`src/rtl/apb_isp_mailbox.sv`:
```
`default_nettype none
// ============================================================================
//  Module   : apb_isp_mailbox
//  Brief    : APB3 completer mailbox. The MSS pushes ISP image words into a
//             first-word-fall-through FIFO and the fabric drains them.
//             Writes complete with zero wait states; reads take one wait
//             state and return registered data.
//             A setup phase is recognised while in IDLE, so the ACCESS state
//             is always the first access cycle on the bus.
//  Options  : APB_ISP_MAILBOX_CHECKSUM_EN - adds a running 32-bit sum of
//             accepted pushes at offset 0x0C. Without it, 0x0C reads 0.
//  Params   : DEPTH - FIFO depth in words, power of two, 4..64.
//  Revision : 1.0 - initial release
// ============================================================================
module apb_isp_mailbox #(
  parameter int DEPTH = 16
) (
  input  logic        PCLK,
  input  logic        PRESET_N,
  input  logic        PSEL,
  input  logic        PENABLE,
  input  logic        PWRITE,
  input  logic [7:2]  PADDR,
  input  logic [31:0] PWDATA,
  output logic [31:0] PRDATA,
  output logic        PREADY,
  output logic        PSLVERR,
  input  logic        FAB_RD_EN,
  output logic [31:0] FAB_RD_DATA,
  output logic        FAB_EMPTY,
  output logic        IRQ
);

  localparam int AW = $clog2(DEPTH);

  localparam logic [5:0] ADDR_CTRL   = 6'd0;
  localparam logic [5:0] ADDR_STATUS = 6'd1;
  localparam logic [5:0] ADDR_DATA   = 6'd2;
  localparam logic [5:0] ADDR_CSUM   = 6'd3;

  typedef enum logic [1:0] {
    IDLE   = 2'd0,
    ACCESS = 2'd1,
    WAIT   = 2'd2
  } state_t;

  state_t      state, state_nxt;
  logic        acc_cyc, wait_cyc, wr_done, rd_stall;
  logic        ctrl_en, ctrl_irq_en, ovf, irq_q;
  logic [AW:0] wptr, rptr, count;
  logic [31:0] mem [DEPTH];
  logic        fifo_empty, fifo_full, pop, push, clr, ovf_set;
  logic        wr_err, rd_err, rerr_q;
  logic [31:0] rd_val, rdata_q, csum_rd;

  // FIFO occupancy: the extra pointer bit separates full from empty
  assign count      = wptr - rptr;
  assign fifo_empty = (wptr == rptr);
  assign fifo_full  = (count == (AW+1)'(DEPTH));
  assign pop        = FAB_RD_EN && !fifo_empty;

  assign FAB_EMPTY   = fifo_empty;
  assign FAB_RD_DATA = fifo_empty ? 32'd0 : mem[rptr[AW-1:0]];
  assign IRQ         = irq_q;

  // Bus phase tracking; an access that loses PSEL returns to IDLE untouched
  always_comb begin
    state_nxt = state;
    acc_cyc   = 1'b0;
    wait_cyc  = 1'b0;
    case (state)
      IDLE: begin
        if (PSEL && !PENABLE) state_nxt = ACCESS;
      end
      ACCESS: begin
        if (PSEL && PENABLE) begin
          acc_cyc   = 1'b1;
          state_nxt = PWRITE ? IDLE : WAIT;
        end else begin
          state_nxt = IDLE;
        end
      end
      WAIT: begin
        if (PSEL && PENABLE) wait_cyc = 1'b1;
        state_nxt = IDLE;
      end
      default: state_nxt = IDLE;
    endcase
  end

  assign wr_done  = acc_cyc && PWRITE;
  assign rd_stall = acc_cyc && !PWRITE;

  assign PREADY  = wr_done || wait_cyc;
  assign PSLVERR = (wr_done && wr_err) || (wait_cyc && rerr_q);
  assign PRDATA  = wait_cyc ? rdata_q : 32'd0;

  // Write-side decode: error response, push/clear/overflow strobes
  always_comb begin
    wr_err  = 1'b0;
    clr     = 1'b0;
    push    = 1'b0;
    ovf_set = 1'b0;
    case (PADDR)
      ADDR_CTRL:   clr = wr_done && PWDATA[1];
      ADDR_STATUS: wr_err = 1'b0;
      ADDR_DATA: begin
        // A full FIFO only takes the word if the fabric frees a slot now
        wr_err  = !ctrl_en || (fifo_full && !pop);
        push    = wr_done && !wr_err;
        ovf_set = wr_done && fifo_full && !pop;
      end
      ADDR_CSUM:   wr_err = 1'b0;
      default:     wr_err = 1'b1;
    endcase
  end

  // Read-side decode, sampled in the first access cycle
  always_comb begin
    rd_val = 32'd0;
    rd_err = 1'b0;
    case (PADDR)
      ADDR_CTRL:   rd_val = {29'd0, ctrl_irq_en, 1'b0, ctrl_en};
      ADDR_STATUS: rd_val = {19'd0, ovf, 1'b0, 7'(count), 2'b00,
                             fifo_full, fifo_empty};
      ADDR_DATA:   rd_err = 1'b1;
      ADDR_CSUM:   rd_val = csum_rd;
      default:     rd_err = 1'b1;
    endcase
  end

  // Bus state register
  always_ff @(posedge PCLK or negedge PRESET_N) begin
    if (!PRESET_N) state <= IDLE;
    else           state <= state_nxt;
  end

  // Capture read data and error during the wait state
  always_ff @(posedge PCLK or negedge PRESET_N) begin
    if (!PRESET_N) begin
      rdata_q <= 32'd0;
      rerr_q  <= 1'b0;
    end else if (rd_stall) begin
      rdata_q <= rd_err ? 32'd0 : rd_val;
      rerr_q  <= rd_err;
    end
  end

  // Control bits, sticky overflow flag and the registered interrupt
  always_ff @(posedge PCLK or negedge PRESET_N) begin
    if (!PRESET_N) begin
      ctrl_en     <= 1'b0;
      ctrl_irq_en <= 1'b0;
      ovf         <= 1'b0;
      irq_q       <= 1'b0;
    end else begin
      if (wr_done && PADDR == ADDR_CTRL) begin
        ctrl_en     <= PWDATA[0];
        ctrl_irq_en <= PWDATA[2];
      end
      if (ovf_set)
        ovf <= 1'b1;
      else if (wr_done && PADDR == ADDR_STATUS && PWDATA[12])
        ovf <= 1'b0;
      irq_q <= ctrl_irq_en && (fifo_empty || ovf);
    end
  end

  // FIFO pointers; a clear overrides any push or pop in the same cycle
  always_ff @(posedge PCLK or negedge PRESET_N) begin
    if (!PRESET_N) begin
      wptr <= '0;
      rptr <= '0;
    end else if (clr) begin
      wptr <= '0;
      rptr <= '0;
    end else begin
      if (push) wptr <= wptr + 1'b1;
      if (pop)  rptr <= rptr + 1'b1;
    end
  end

  // FIFO storage; contents are don't-care while the pointers say empty
  always_ff @(posedge PCLK) begin
    if (push) mem[wptr[AW-1:0]] <= PWDATA;
  end

`ifdef APB_ISP_MAILBOX_CHECKSUM_EN
  logic [31:0] csum;

  // Running modulo-2^32 sum of accepted pushes
  always_ff @(posedge PCLK or negedge PRESET_N) begin
    if (!PRESET_N) csum <= 32'd0;
    else if (clr)  csum <= 32'd0;
    else if (push) csum <= csum + PWDATA;
  end

  assign csum_rd = csum;
`else
  assign csum_rd = 32'd0;
`endif

endmodule
`default_nettype wire

```
`config.mk`:
```
export PLATFORM = sky130hd
export DESIGN_NAME = apb_isp_mailbox
export DESIGN_NICKNAME = d
export VERILOG_FILES = /design/src/rtl/apb_isp_mailbox.sv
export SDC_FILE = /design/constraint.sdc
export NUM_CORES = 1
export LEC_CHECK = 0
export ABC_AREA = 1
export CORE_MARGIN = 10
export CORE_UTILIZATION = 50
export CTS_CLUSTER_DIAMETER = 30
export DETAILED_ROUTE_END_ITERATION = 8
export PLACE_DENSITY = 0.71
export SLEW_MARGIN = 40
export SYNTH_ARGS = -nofsm -noshare
export SYNTH_HDL_FRONTEND = slang
export SYNTH_SLANG_ARGS = --single-unit
```
`constraint.sdc`:
```
create_clock -name PCLK -period 3.6 [get_ports PCLK]
set_input_delay 0.54 -clock PCLK [delete_from_list [all_inputs] [get_ports PCLK]]
set_output_delay 0.54 -clock PCLK [all_outputs]
set_load 0.005 [all_outputs]
```
; ---- Word-level counts from Yosys, hierarchy flattened
; Memory sizes are Yosys's and may differ from the RTL's.
; Index checks and enable logic that the tools add are counted.
[totals]
output_inout_bits = 68
register_bits = 49
in_bits = 44
ram_bits = 512
memories = 1
[memory_table]
columns = memory, words, width, read_ports, rd_ports_with_merged_regs, write_ports, line
row1 = mem, 16, 32, 1, 0, 1, 51  ; logic [31:0] mem [DEPTH];
[op_classes]
reduce_logical = 32
addsub = 3
n_eq_ne = 8
n_mux = 24
[op_table]
columns = op, n
row1 = $mux 32, 3
row2 = $pmux 13 s2, 1
row3 = $mux 5, 4
row4 = $logic_and 1x1->1, 16
row5 = $eq 6x2->1 const B, 2
row6 = $mux 1, 11
row7 = $add 5x1->5 const B, 2
row8 = $eq 6x1->1 const B, 1
row9 = $logic_not 1->1, 6
row10 = $logic_not 6->1, 1
row11 = $mux 2, 3
row12 = $reduce_bool 2->1, 3
row13 = $eq 5x5->1, 1
row14 = $eq 5x5->1 const B, 1
row15 = $sub 5x5->5, 1
row16 = $logic_or 1x1->1, 4
row17 = $pmux 2 s2, 1
row18 = $reduce_or 3->1, 1
row19 = $eq 2x1->1 const B, 1
row20 = $eq 2x2->1 const B, 1
row21 = $logic_not 2->1, 1
row22 = $ne 2x2->1 const B, 1
row23 = $pmux 1 s2, 1

; ---- Depth between registers and ports, before layout
; Gate-level depths: netlist of run 1.
[depth]
depth_word = 11
mapped_depth = 15
ltp_nobuf = 15

; ---- Least setup slack after synthesis of run 1
; No wires, ideal clock.
[synth_path]
path_kind = reg-to-reg
from = reg rptr[3]
to = mem mem[11][0] (enable)
t_arrival_ns = 3.564
slack_ns = -0.385
t_required_ns = 3.179
setup_ns = 0.421
path_buffers = 2
stages_incl_launch_ff = 15
cell_sequence = dfrtp_1 -> inv_1 -> clkbuf_1 -> clkbuf_1 -> ha_1 -> or2_2 -> nand2_1 -> nand2_1 -> nand2_1 -> nor2_1 -> nand2_2 -> nand3_4 -> inv_4 -> nand2_1 -> nor2_1
[synth_via]
elab_chain_len = 11
word_cells_on_any_way = 13
classes_between = 1 x add/sub / 2 x eq/ne / 3 x mux / 7 x reduce/logical
[synth_rtl]
columns = item, line
row1 = from (decl), 50  ; logic [AW:0] wptr, rptr, count;
row2 = from (signal assigned), 179  ; if (pop) rptr <= rptr + 1'b1;
row3 = "parallel branches: the longest is 4 deep, another holds $sub 5x5->5", -
row4 = $logic_and 1x1->1 *, 109  ; wr_err = !ctrl_en || (fifo_full && !pop);
row5 = $logic_or 1x1->1 *, 109
row6 = $logic_not 1->1 *, 110  ; push = wr_done && !wr_err;
row7 = $logic_and 1x1->1 *, 110
row8 = $mux 1 *, 104  ; case (PADDR)
row9 = $mux 1 *, 185  ; if (push) mem[wptr[AW-1:0]] <= PWDATA;
row10 = $mux 1 (not written as such) *, 185
row11 = to (decl), 51
; Every way passes the cells marked *.

; ---- Final worst setup path of run 1
[layout_path]
from = reg rptr[1]
to = out FAB_RD_DATA[18]
[layout_via]
elab_chain_len = 2
word_cells_on_any_way = 3
classes_between = 1 x eq/ne / 1 x mux / 1 x memory
[layout_rtl]
columns = item, line
row1 = $mem_v2 16x32 / $eq 5x5->1 (equally long branches), -
row2 = $mux 32 *, 63  ; assign FAB_RD_DATA = fifo_empty ? 32'd0 : mem[rptr[AW-1:0]];
row3 = to (decl), 29  ; output logic [31:0] FAB_RD_DATA,
; Every way passes the cells marked *; elsewhere a longest branch is shown, timed or not.

==> flow_metrics.tcl, run 1 <==
set metrics [dict create \
    critical_path_most_common_cell "nand2_1" \
    total_power_mw 21.0 \
    switching_share 0.307 \
    async_reset_ff_frac 0.0483 \
    antenna_cells 0 \
    comb_power_share 0.260 \
    initial_utilization 0.506 \
    htree_num_levels 3 \
    power_switching_mw 6.43 \
    fp-row-count 76 \
    power.leakage_nw 9.12 \
    timing.final.setup_violations 0 \
    fin_crit_period_ns 3.52 \
    worstMarginPinSlew_ns 0.741 \
    routed-via-count 14785 \
    die_w_um 229 \
    fillerInstances 3082 \
    layout.cell_area.non_filler_um2 26900 \
    seqPwrFrac 0.334 \
    grt_start_max_net_pins 110 \
    netlist_top_cells_area "edfxtp_1 71%, nor2_1 6.3%, o21ai_0 5.3%" \
    drt.antenna.violating_nets 0 \
    outcome "complete, no violations" \
    crit_type "reg -> out" \
    yosys.area_share.adder 0.00608 \
    grt_use_total 0.207 \
    postLayoutCoreUtil 0.625 \
    cellInternalPower_mw 14.5 \
    layout-drive-gt1-share 0.134 \
    avgViaCountPerCell 5.84 \
    syn_area_um2 21800 \
    routed_wl_um 57000 \
    start_kind "flip-flop" \
    drt-initial-drc-count 1737 \
    final.period_utilization 0.977 \
    core_region_area_um2 43100 \
    post_route_clock_skew_ns 0.0271 \
    dpl.cell_count 2353 \
    fp.dieArea_um2 52400 \
    clk-insertion-delay-late_ns 0.61 \
    number_of_enable_flip_flop_cells_after_synthesis 512 \
    irDropWorstVdd_mv 0.516 \
    share_of_the_synthesized_netlist_area_taken_by_xor_and_xnor_gates 0.00121 \
    clock_network_fraction_of_design_power 0.407 \
    regToRegStartpoint "rptr[0]" \
    via_count_of_the_first_global_routing_pass 14722 \
    grt_overflow_total 0 \
    drc 0 \
    worst-r2r-setup-slack_ns 0.34 \
    synth_area_per_cell_um2 12.6 \
    crit_path_max_incr_delay_ns 0.57 \
    worst_case_clock_buffer_depth 3 \
    timing.reg2reg.worst_path_depth 14 \
    drtPass1Iterations 5 \
    path_clk_slew_ns 0.05 \
    dieHeight_um 229 \
    synthSimpleGateAreaFrac 0.0978 \
    number_of_buffers_inserted_during_clock_tree_synthesis 91 \
    dp.final_hpwl_um 30100 \
    worstPathMaxFanout 21 \
    drv_slew 0 \
    nNetsFinal 1922 \
    detail_route.wl_per_cell_um 22.5 \
    cp_cell_sequence "inv_2, ha_1, nand2_1, nor2_1, nand2_1, inv_1, buf_12, a31oi_2, clkdlybuf4s50_1" \
    timing_limited_maximum_frequency_mhz 284 \
    synth_top_family_by_area "compound AO/OA/AOI/OAI gates" \
    global_route_wire_length_before_repair_um 85600 \
    ys_types 36 \
    cts.root.buffer_cell "clkbuf_16" \
    max-slew-margin-rel 0.505 \
    dpl_cell_area_um2 23600 \
    area_growth_pct 23.4 \
    worstSetupEndpointType "output pin" \
    synth.yosys.warnings 0 \
    ios 112 \
    synth_cells 1732 \
    synth_area_leader_cell "edfxtp_1" \
    cp_data_arrival_time_ns 2.98 \
    cts_tree "done" \
    finalHoldViolCount 0 \
    seq_area_frac_synth 0.735 \
    initial_antenna_violation_count 1 \
    cp_data_required_time_ns 3.06 \
    finalWeightedCongestion 0.853 \
    hold_slack_ns 0.420 \
    cts.sinks 538 \
    dominantRegCellSynth "edfxtp_1" \
    synth_largest_type_area_fraction 0.705 \
    port_buffers 88 \
    min_path_type "in -> async" \
    fin_cells 2531 \
    power_density_nw_per_um2 779 \
    timing.critical_path.slowest_stage_cell "dfrtp_4" \
    synth_top_cells_by_count "512 x edfxtp_1, 364 x nor2_1, 229 x o21ai_0" \
    yosys-mux-area-fraction 0.000516 \
    critical_path.reg2reg.endpoint "mem[11][11]" \
    yosysMostFrequentCell "edfxtp_1" \
    synth_compound_gate_area_share 0.117 \
    maxCapViolCount 0 \
    postSynthRegisterBits 538 \
]
worst max-delay path by stage:
stage,startpoint,endpoint,slack [ns],cells past startpoint
CTS,rptr[0],FAB_RD_DATA[16],0.007,8
finish,rptr[1],FAB_RD_DATA[18],0.08,9
global placement,rptr[0],FAB_RD_DATA[16],0.53,7
floorplan,rptr[3],mem[11][0],-0.39,14
detailed placement,wptr[0],mem[11][24],0.44,15
global route,rptr[1],FAB_RD_DATA[18],-0.02,9
repair_timing:
| action | 4_1_cts | 5_1_grt |
|---|---|---|
| hold buffers | 0 | 1 |
| hold endpoints to repair | 0 | 14 |
| resized for setup | 9 | 19 |
| endpoints found under the setup margin | 23 | 25 |
| cloned | 1 | 4 |
| setup buffers | 0 | 1 |
metal layers:
metal  part of all wire  wire length, um  track usage  vias to the layer above
met5           0.000070                4            0                        -
met4              0.027             1560       0.0805                        2
met3              0.084             4770       0.0428                      133
met2               0.49            27700        0.337                      796
met1               0.40            23000        0.270                     7278
li1                   -                -            -                     6576
cell type report:
cell class                      count  area [um^2]  share of cell area
Inverter                           55          235             0.00874
Sequential cell                   538        16000               0.596
Timing Repair Buffer              151         1710              0.0635
Tap cell                          585          732              0.0272
Clock inverter                     68          723              0.0269
Clock buffer                      103         2350              0.0874
Multi-Input combinational cell   1031         5130               0.191
sequential cells by signal, indices dropped and copies added, names as in the netlist, 2 cells and up:
register / flops
mem: 512
rdata_q: 9
rptr: 5
wptr: 5
state: 2
power groups by stage:
stage	Sequential, mW	Combinational [mW]	Clock, mW
2_1_floorplan	7.06	3.03	0
3_3_place_gp	7.08	5.00	0
3_5_place_dp	7.09	5.05	0
4_1_cts	6.98	5.18	8.61
5_1_grt	6.99	5.95	8.93
6_report	6.99	5.44	8.52
layout by cell type, fill, tap and decap left out, drive strengths merged, types with 26 or more instances in the layout:
master,count
inv,69
dfrtp,26
clkinv,33
nand3,43
o211ai,64
o22ai,71
buf,59
edfxtp,512
o21ai,276
nand2,126
clkdlybuf4s50,86
nor2,364
clkbuf,107
kinds of logic (layout without fill, tap and decap cells):
kind of cell / Yosys count / in the layout
AOI/OAI and AO/OA: 452 / 452
xor gates and xnor gates: 3 / 3
adders and majority gates: 10 / 10
buffers and inverters: 185 / 377
DFF: 538 / 538
muxes: 1 / 1
other: 1 / 23
and+or+nand+nor: 542 / 542
critical path: cells and delay by family, from the launching register on:
kind            cells  cell delay (ns)
compound gates      1             0.29
fa+ha+maj           1             0.27
simple gates        3             0.24
flops               1             0.57
buf+inv             4             1.00
through the flow:
| step | TNS (ns) | setup WS [ns] |
|---|---|---|
| 2_1_floorplan | -153.29 | -0.385 |
| 3_3_place_gp | 0 | 0.526 |
| 3_5_place_dp | 0 | 0.435 |
| 4_1_cts | 0 | 0.00727 |
| 5_1_grt | -0.0290 | -0.0176 |
| 6_report | 0 | 0.0818 |
No activity file was read; power rests on OpenSTA's default activity.
==> inputs of run 2 (changes only) <==
CORE_MARGIN = 2   (was 10)
GPL_ROUTABILITY_DRIVEN = 0   (was not set)
PLACE_DENSITY = 0.68   (was 0.71)
clock period = 3.4 ns   (was 3.6 ns; I/O delays follow)
==> run 2 against run 1 <==
Against the previous run: worst setup slack lost 0.037 ns; power grew 14%; global-route usage grew 5.6 points; first-iteration DRC count shrank 13%; wire length grew 4.2%; non-clock buffer count grew 16; register-to-register slack lost 0.05 ns; final cell count grew 1.6%; clock skew is essentially flat; combinational power grew 19%; largest cell class unchanged; largest power group unchanged.
==> flow_metrics.tcl, run 2 (same netlist as run 1, synthesis figures left out) <==
set metrics [dict create \
    outcome "complete, no violations" \
    hold_slack_ns 0.270 \
    dp_worst_setup_slack_ns 0.270 \
    initial_antenna_violation_count 1 \
    dpl_cell_area_um2 23600 \
    antenna_cells 0 \
    path_clk_slew_ns 0.05 \
    final.period_utilization 0.987 \
    worstSetupEndpointType "output pin" \
    crit_type "reg -> out" \
    detail_route.wl_per_cell_um 23.1 \
    globalRouteMet1Util 0.343 \
    timing.final.setup_violations 0 \
    fp.dieArea_um2 45300 \
    dpl.cell_count 2360 \
    finalHoldViolCount 0 \
    cp_data_arrival_time_ns 2.85 \
    most_common_cell_after_layout_fill_and_taps_aside "edfxtp_1" \
    global_route_wire_length_before_repair_um 88200 \
    number_of_buffers_inserted_during_clock_tree_synthesis 105 \
    fin_crit_period_ns 3.36 \
    avgViaCountPerCell 5.79 \
    drt-initial-drc-count 1507 \
    start_kind "flip-flop" \
    power_density_nw_per_um2 855 \
    total_power_mw 23.9 \
    cts.sinks 538 \
    area_growth_pct 27.9 \
    tns_ns 0 \
    grt_start_max_net_pins 73 \
    dp.final_hpwl_um 28600 \
    drtPass1Iterations 7 \
    clk-insertion-delay-late_ns 0.62 \
    htree_num_levels 3 \
    core_region_area_um2 43100 \
    postLayoutCoreUtil 0.647 \
    cts.root.buffer_cell "clkbuf_16" \
    die_w_um 213 \
    min_path_type "in -> async" \
    layout-drive-gt1-share 0.156 \
    drv_slew 0 \
    drc 0 \
    routed_wl_um 59400 \
    rsz0062_at_grt "yes" \
    power.leakage_nw 9.63 \
    max-slew-margin-rel 0.530 \
    maxCapViolCount 0 \
    irDropWorstVdd_mv 0.632 \
    regToRegStartpoint "rptr[0]" \
    largest_register_ffs 512 \
    globalRouteMet3Util 0.0553 \
    nNetsFinal 1955 \
    postLayoutSetupSlackWorst_ns 0.0446 \
    worst_case_clock_buffer_depth 3 \
    grt_use_met2 0.431 \
    layout.cell_area.non_filler_um2 27900 \
    drt.antenna.violating_nets 0 \
    global_route.peak_usage_layer "met2" \
    post_route_clock_skew_ns 0.0270 \
    via_count_of_the_first_global_routing_pass 14811 \
    grt_use_total 0.263 \
    timing_limited_maximum_frequency_mhz 298 \
    layout.cells.most_common_list "512 x edfxtp_1, 345 x nor2_1, 227 x o21ai_0" \
    cp_data_required_time_ns 2.89 \
    crit_path_start "rptr[0]" \
    post_cts_hold_buffer_count 0 \
    worstMarginPinSlew_ns 0.702 \
    port_buffers 88 \
    fin_cells 2571 \
    initial_utilization 0.506 \
    ios 112 \
    grt_overflow_total 0 \
    worst-r2r-setup-slack_ns 0.29 \
    cts_tree "done" \
    dieHeight_um 213 \
    fp-row-count 76 \
    routed-via-count 14898 \
    worstPathMaxFanout 20 \
]
run 2: critical path: stages, from the launching register on:
cell and delay [ns]:
dfrtp_4 0.51, buf_12 0.18, inv_8 0.13, bufbuf_16 0.32, o21ai_1 0.08, o211ai_1 0.11, nand3_2 0.15, a31oi_4 0.20
clkdlybuf4s50_1 0.54
run 2: area by class of cell:
cell class                 count  area [um^2]
sequential                   538        16000
timing repair buffer         167         2100
multi-input combinational   1031         5280
timing repair inverter         3         28.8
inverter                      55          228
clock inverter                65          706
tap                          585          732
fill                        3042        15200
clock buffer                 127         2770
run 2: timing repair:
action,4_1_cts,5_1_grt
setup endpoints to repair,33,29
setup buffers,3,0
pin swaps,6,6
resized for setup,57,40
cloned,13,3
run 2: final timing paths:
path,endpoint,cells after the start
worst max-delay path,FAB_RD_DATA[30],8
worst min-delay path,rerr_q,2
worst max register to register,mem[7][10],14
worst min register to register,state[0],1
max in group asynchronous,rptr[0],2
min in group PCLK,state[0],1
run 2: per-layer routing:
| metal | share of wire | up-vias |
|---|---|---|
| met3 | 0.086 | 157 |
| li1 | - | 6651 |
| met2 | 0.48 | 738 |
| met4 | 0.036 | 2 |
| met5 | 0.00022 | - |
| met1 | 0.40 | 7350 |
run 2: report_power, final:
group	switching (mW)	leakage [nW]	internal [mW]
sequential	0.0495	4.93	7.33
combinational	3.84	3.05	2.62
clock	3.33	1.66	6.69
total	7.22	9.63	16.6
